`src/rtl/sw_cmd_scheduler.sv`:
```
// sw_cmd_scheduler: command arbiter and run-state sequencer for the stopwatch
// seconds/minutes counter. Panel buttons are edge-detected. The host port uses
// a req/ack handshake. The block produces the per-second count enable and the
// counter clear, and it flags saturation using the counter values fed back to it.
// Optional feature macro: SW_LAP_EN adds lap capture outputs (lap_min, lap_sec,
// lap_vld) and accepts the host LAP command.
module sw_cmd_scheduler #(
  parameter int TICK_DIV = 1,    // clocks per stopwatch second, 1..65536
  parameter int MAX_MIN  = 255   // minutes value at which counting saturates
) (
  input  logic       clk,
  input  logic       rst,
  input  logic       start,
  input  logic       stop,
  input  logic       reset,
  input  logic       host_req,
  input  logic [1:0] host_cmd,
  output logic       host_ack,
  output logic       host_err,
  input  logic [7:0] minutes,
  input  logic [5:0] seconds,
  output logic       cnt_en,
  output logic       cnt_clr,
  output logic [1:0] status,
`ifdef SW_LAP_EN
  output logic [7:0] lap_min,
  output logic [5:0] lap_sec,
  output logic       lap_vld,
`endif
  output logic       ovf
);

  typedef enum logic [1:0] {
    S_IDLE     = 2'b00,
    S_RUNNING  = 2'b01,
    S_PAUSED   = 2'b10,
    S_CLEARING = 2'b11
  } state_t;

  typedef enum logic [1:0] {
    C_START = 2'b00,
    C_STOP  = 2'b01,
    C_RESET = 2'b10,
    C_LAP   = 2'b11
  } cmd_t;

  localparam int            PW         = (TICK_DIV > 1) ? $clog2(TICK_DIV) : 1;
  localparam logic [PW-1:0] PRESC_LAST = PW'(TICK_DIV - 1);
  localparam logic [7:0]    MIN_SAT    = 8'(MAX_MIN);

  state_t        state;
  logic [PW-1:0] presc;
  logic          start_q, stop_q, reset_q;
  logic          guard;

  logic p_start, p_stop, p_rst;
  logic h_valid, h_rst;
  logic cmd_vld, host_take, host_rej;
  cmd_t cmd;
  logic tick_due, sat;

  // Panel commands fire on the first sampled high after a low sample.
  assign p_start = start & ~start_q;
  assign p_stop  = stop  & ~stop_q;
  assign p_rst   = reset & ~reset_q;

  // A host request is eligible only once per req assertion.
  assign h_valid = host_req & ~guard;
  assign h_rst   = h_valid & (host_cmd == C_RESET);

  // A tick becomes due on the last prescaler count while running. At MAX_MIN:59
  // the tick is swallowed so the counter holds at its ceiling.
  assign tick_due = (state == S_RUNNING) && (presc == PRESC_LAST);
  assign sat      = tick_due && (minutes == MIN_SAT) && (seconds == 6'd59);
  assign cnt_en   = tick_due && !sat;

  // CLEARING is reported as IDLE.
  assign status = (state == S_RUNNING) ? 2'b01 :
                  (state == S_PAUSED)  ? 2'b10 : 2'b00;

  // Arbitrate the single command that takes effect at the coming edge.
  always_comb begin
    // NOTE: every output of this block gets a default first, so no path leaves
    // a signal unassigned and no latch is inferred.
    cmd_vld   = 1'b0;
    cmd       = C_START;
    host_take = 1'b0;
    if (p_rst || h_rst) begin
      // RESET from either side wins. A host RESET is consumed even when the
      // panel reset arrives on the same edge.
      cmd_vld   = 1'b1;
      cmd       = C_RESET;
      host_take = h_rst;
    end else if (state != S_CLEARING) begin
      if (p_stop) begin
        cmd_vld = 1'b1;
        cmd     = C_STOP;
      end else if (p_start) begin
        cmd_vld = 1'b1;
        cmd     = C_START;
      end else if (h_valid) begin
        cmd_vld   = 1'b1;
        cmd       = cmd_t'(host_cmd);
        host_take = 1'b1;
      end
    end
  end

  // Decide whether an accepted host command is reported as rejected.
  always_comb begin
    host_rej = 1'b0;
    case (cmd)
      C_START: host_rej = (state == S_PAUSED) && ovf;
`ifdef SW_LAP_EN
      C_LAP:   host_rej = 1'b0;
`else
      C_LAP:   host_rej = 1'b1;
`endif
      default: host_rej = 1'b0;
    endcase
  end

  // Sequencer: edge registers, host handshake, run state, prescaler and flags.
  always_ff @(posedge clk) begin
    if (rst) begin
      state    <= S_IDLE;
      presc    <= '0;
      start_q  <= 1'b0;
      stop_q   <= 1'b0;
      reset_q  <= 1'b0;
      guard    <= 1'b0;
      host_ack <= 1'b0;
      host_err <= 1'b0;
      cnt_clr  <= 1'b0;
      ovf      <= 1'b0;
    end else begin
      // NOTE: all state here uses non-blocking assignments. Every right-hand
      // side then sees the values from before this edge, which avoids
      // order-dependent simulation and simulation/synthesis mismatch.
      start_q  <= start;
      stop_q   <= stop;
      reset_q  <= reset;
      host_ack <= host_take;
      host_err <= host_take && host_rej;
      guard    <= host_req ? (guard | host_take) : 1'b0;
      cnt_clr  <= 1'b0;

      case (state)
        S_IDLE: begin
          if (cmd_vld && cmd == C_START) begin
            state <= S_RUNNING;
            presc <= '0;
          end
        end
        S_RUNNING: begin
          presc <= (presc == PRESC_LAST) ? '0 : presc + PW'(1);
          if (sat) begin
            state <= S_PAUSED;
            ovf   <= 1'b1;
          end else if (cmd_vld && cmd == C_STOP) begin
            state <= S_PAUSED;
          end
        end
        S_PAUSED: begin
          // The prescaler is left alone, so the partial second carries over.
          if (cmd_vld && cmd == C_START && !ovf)
            state <= S_RUNNING;
        end
        default: begin
          // S_CLEARING lasts one cycle.
          state <= S_IDLE;
          presc <= '0;
          ovf   <= 1'b0;
        end
      endcase

      if (cmd_vld && cmd == C_RESET) begin
        state   <= S_CLEARING;
        presc   <= '0;
        cnt_clr <= 1'b1;
      end
    end
  end

`ifdef SW_LAP_EN
  logic lap_hit;

  // A lap comes from host LAP, or from panel start while running.
  assign lap_hit = cmd_vld &&
                   ((cmd == C_LAP) ||
                    (cmd == C_START && !host_take && state == S_RUNNING));

  // Lap registers: capture the counter on the command edge, clear in CLEARING.
  always_ff @(posedge clk) begin
    if (rst || state == S_CLEARING) begin
      lap_min <= '0;
      lap_sec <= '0;
      lap_vld <= 1'b0;
    end else if (lap_hit) begin
      lap_min <= minutes;
      lap_sec <= seconds;
      lap_vld <= 1'b1;
    end
  end
`endif

endmodule
```
`config.mk`:
```
export PLATFORM = sky130hd
export DESIGN_NAME = sw_cmd_scheduler
export DESIGN_NICKNAME = d
export VERILOG_FILES = /design/src/rtl/sw_cmd_scheduler.sv
export SDC_FILE = /design/constraint.sdc
export NUM_CORES = 1
export LEC_CHECK = 0
export CAP_MARGIN = 20
export CORE_MARGIN = 8
export CORE_UTILIZATION = 40
export DETAILED_ROUTE_END_ITERATION = 7
export GPL_TIMING_DRIVEN = 0
export PLACE_DENSITY = 0.77
export SYNTH_ARGS = -nofsm -noshare
export SYNTH_HDL_FRONTEND = slang
export SYNTH_SLANG_ARGS = --single-unit
```
`constraint.sdc`:
```
create_clock -name clk -period 2.9 [get_ports clk]
set_input_delay 0.58 -clock clk [delete_from_list [all_inputs] [get_ports clk]]
set_output_delay 0.58 -clock clk [all_outputs]
set_load 0.05 [all_outputs]
```
==> results by group <==
Outcome
  • Status: finished clean

Logic synthesis
  • Syn_nets: 99
  • Largest family of logic cells by synthesized area: simple AND/OR/NAND/NOR gates
  • Cell variety after synth: 34
  • Compound-cell area share of the yosys netlist: 0.263
  • Cells after Synth: between 70 and 80
  • Seq/Total Area, Yosys: 0.299
  • Register bit total from synthesis: 10
  • Post-Syn Area per Cell: 9.19 µm²
  • Synth Cell Area: between 600 and 700 µm²
  • Post-Synth Adder-Cell Area: 0.0746
  • Simple-Gate Fraction of Synth Area: 0.291
  • Post-Synth XOR/XNOR Area: 0
  • Mux share of post-synthesis cell area: 0
  • YS warnings: 0

Worst setup path
  • Startpoint types: input port
  • CP required: ~2.3 ns
  • WP data arrival: 2.09 ns
  • Critical Path Sink Type: output port
  • Reg2reg setup slack: a little over 0.7 ns
  • Max Fanout on Critical Path: 3
  • Crit path kind: in2out
  • R2R Path End: state[0]
  • Worst R2R Path Depth: 10
  • Reg2reg start: guard

Finish
  • Post-Layout Cell Count: 120
  • Area Overhead vs Synth: 48.5%
  • Fin nets: 131
  • Fillers: 148
  • ANT cells: 0
  • Final core occ: 0.646
  • Share of cells above drive strength 1: 0.115
  • Cell area after layout: approximately 1000 µm²

Power
  • Clock network fraction of design power: 0.258
  • Net switching power figure: 0.000176 W
  • Max IR drop VDD: approximately 0.00027 V
  • Power Density: roughly 500 mW/mm²
  • Logic pwr share: 0.415
  • Fraction of power spent switching nets: 0.355
  • Cell Int Power: approximately 0.00032 W
  • Sequential share of power: 0.327
  • Leak: roughly 0.38 nW

Global routing
  • Initial antenna violation count: 0
  • Total GRT Usage: 0.103
  • Vias in the first global route: around 640
  • Largest net degree at the start of global routing: 11
  • Global route overflow: 0
  • First-pass GRT wire length: roughly 2800 µm

Min path
  • Hold depth: 2
  • Endpoint, Worst Hold: guard
  • Worst hold start: guard
  • Hold crit path type: reg2reg

Die
  • Die height: approximately 57 µm
  • Starting Density: 0.435
  • Rows: 14
  • I/O pin total: 29
  • Die X: 56.9 µm
  • Die area: 0.00324 mm²
  • Area of the core: between 0.0015 and 0.002 mm²

Placed design
  • Dpl cells: between 100 and 150
  • Hpwl dp: ~1500 µm
  • Placement Cell Area: 961 µm²
  • Setup WS pre-CTS: -0.0702 ns
  • Placer Congestion: between 0.7 and 0.8
  • IO Port Bufs: 27

Run
  • Max cap viols: 0

Clocking
  • Number of CTS-inserted buffers: 3
  • Clock transition at path regs: about 0.07 ns
  • Worst-Skew Late Latency: approximately 0.27 ns
  • H-tree Lvls: 1
  • CTS root buf: clkbuf_4
  • Post-CTS Setup Bufs: 0
  • Resized cells post-CTS: 1
  • CTS Buffer Depth: 2
  • Sink Count: 10
  • Hold-fix buffers, CTS: 0
  • CTS tree: yes

Route
  • Wire per inst: roughly 15 µm
  • Post-route ant nets: 0
  • DR vias: around 650
  • Initial DRC count: 7
  • # DRC: 0
  • Vias per cell: ~5.4
  • DR pass1 iterations: 4
  • DRT Wirelength: approximately 1800 µm

Timing
  • Final Max Tran Viols: 0
  • Max_slew headroom: 0.657
  • Worst-Margin Slew: 0.513 ns
  • Final period util: 0.919
  • Fin Hold WS: 0.480 ns
  • Final Critical Period: 2.67 ns
  • Final hold vios: 0
  • Final setup vio count: 0
  • Setup WS post-layout: 0.235 ns
  • RSZ-0062 raised after global routing: false
  • Fmax: around 380 MHz
  • Setup Skew: 0.00256 ns
## stage by stage
| step | power, W | TNS, ns |
|---|---|---|
| final | 0.000496 | 0 |
| after CTS | 0.000502 | 0 |
| after floorplan | 0.000303 | 0 |
| after global routing | 0.000523 | 0 |
| after detailed placement | 0.000374 | -0.0785 |
| after global placement | 0.000370 | -0.0696 |
## metal layers
layer  GRT usage  vias to the layer above  routed length (µm)
met5           0                        -                   0
li1            -                      330                   -
met3      0.0354                        3                  59
met1       0.105                      306                 751
met2       0.192                       13                 951
met4      0.0302                        0                  13
## area by class of cell
cell class	instances	area, µm²	share of cell area
plain buffers	3	26.3	0.0264
clock buffers	4	36.3	0.0364
inverters	6	22.5	0.0226
multi-input cells	54	422	0.423
flip-flops and latches	10	200	0.201
well taps	16	20.0	0.0201
repair buffers	27	269	0.270
## cell families after synthesis
| family | Yosys count |
|---|---|
| buf+inv | 9 |
| flops | 10 |
| fa+ha+maj | 4 |
| simple gates | 29 |
| compound gates | 21 |
## worst max-delay path by stage
stage,startpoint,end,slack (ns),depth (start not counted)
after floorplan,host_cmd[1],state[0],0.64,10
after global placement,minutes[3],cnt_en,-0.07,5
after detailed placement,minutes[3],cnt_en,-0.07,5
after CTS,minutes[3],cnt_en,0.21,5
after global routing,minutes[3],cnt_en,0.13,5
final,minutes[3],cnt_en,0.23,5
## layout by cell type (no fill, tap or decap), drive strengths merged, types with 2 or more instances in the layout
| master | count |
|---|---|
| inv | 6 |
| o21ai | 3 |
| clkdlybuf4s50 | 26 |
| nand2 | 2 |
| dfxtp | 10 |
| ha | 4 |
| nor2b | 5 |
| nand2b | 7 |
| nor2 | 3 |
| a21oi | 6 |
| nor4 | 2 |
| buf | 2 |
| nor3 | 2 |
| a31oi | 4 |
| nand4 | 2 |
| clkbuf | 5 |
## flip-flops by register name, summed over array words and instances (netlist names)
name / cells
ovf: 1
state: 2
cnt_clr: 1
start_q: 1
host_ack: 1
guard: 1
reset_q: 1
host_err: 1
stop_q: 1
## synthesized netlist by cell type (all sizes together)
cell type | n | area share
ha | 4 | 0.075
a31oi | 4 | 0.060
nand2 | 2 | 0.011
nor4 | 2 | 0.019
nor2b | 5 | 0.047
a2111oi | 1 | 0.022
buf | 2 | 0.034
and4 | 1 | 0.013
dfxtp | 10 | 0.30
o22ai | 1 | 0.030
a41oi | 1 | 0.013
nor4b | 1 | 0.022
a21oi | 6 | 0.050
nor3b | 1 | 0.011
a2111o | 1 | 0.017
a221o | 1 | 0.015
nand2b | 7 | 0.076
clkbuf | 1 | 0.0056
nor3 | 2 | 0.015
and2 | 1 | 0.0093
a21o | 1 | 0.011
o21ai | 3 | 0.022
nor2 | 3 | 0.017
o211ai | 1 | 0.011
o21a | 1 | 0.011
nand4b | 1 | 0.013
inv | 6 | 0.034
and4bb | 1 | 0.019
nand4 | 2 | 0.019
## worst max-delay path: stages
cell and delay (ns):
clkdlybuf4s50_1 0.46, nand4_1 0.09, nor4_1 0.39, nor2_1 0.12, dlygate4sd2_1 0.44
## power by group through the flow
| stage | registers (W) | clock network, W | logic [W] |
|---|---|---|---|
| finish | 0.000162 | 0.000128 | 0.000206 |
| global route | 0.000164 | 0.000139 | 0.000220 |
| CTS | 0.000162 | 0.000132 | 0.000208 |
| detailed placement | 0.000165 | 0 | 0.000209 |
| global placement | 0.000164 | 0 | 0.000206 |
| floorplan | 0.000169 | 0 | 0.000134 |
(Power assumes the default switching activity.)
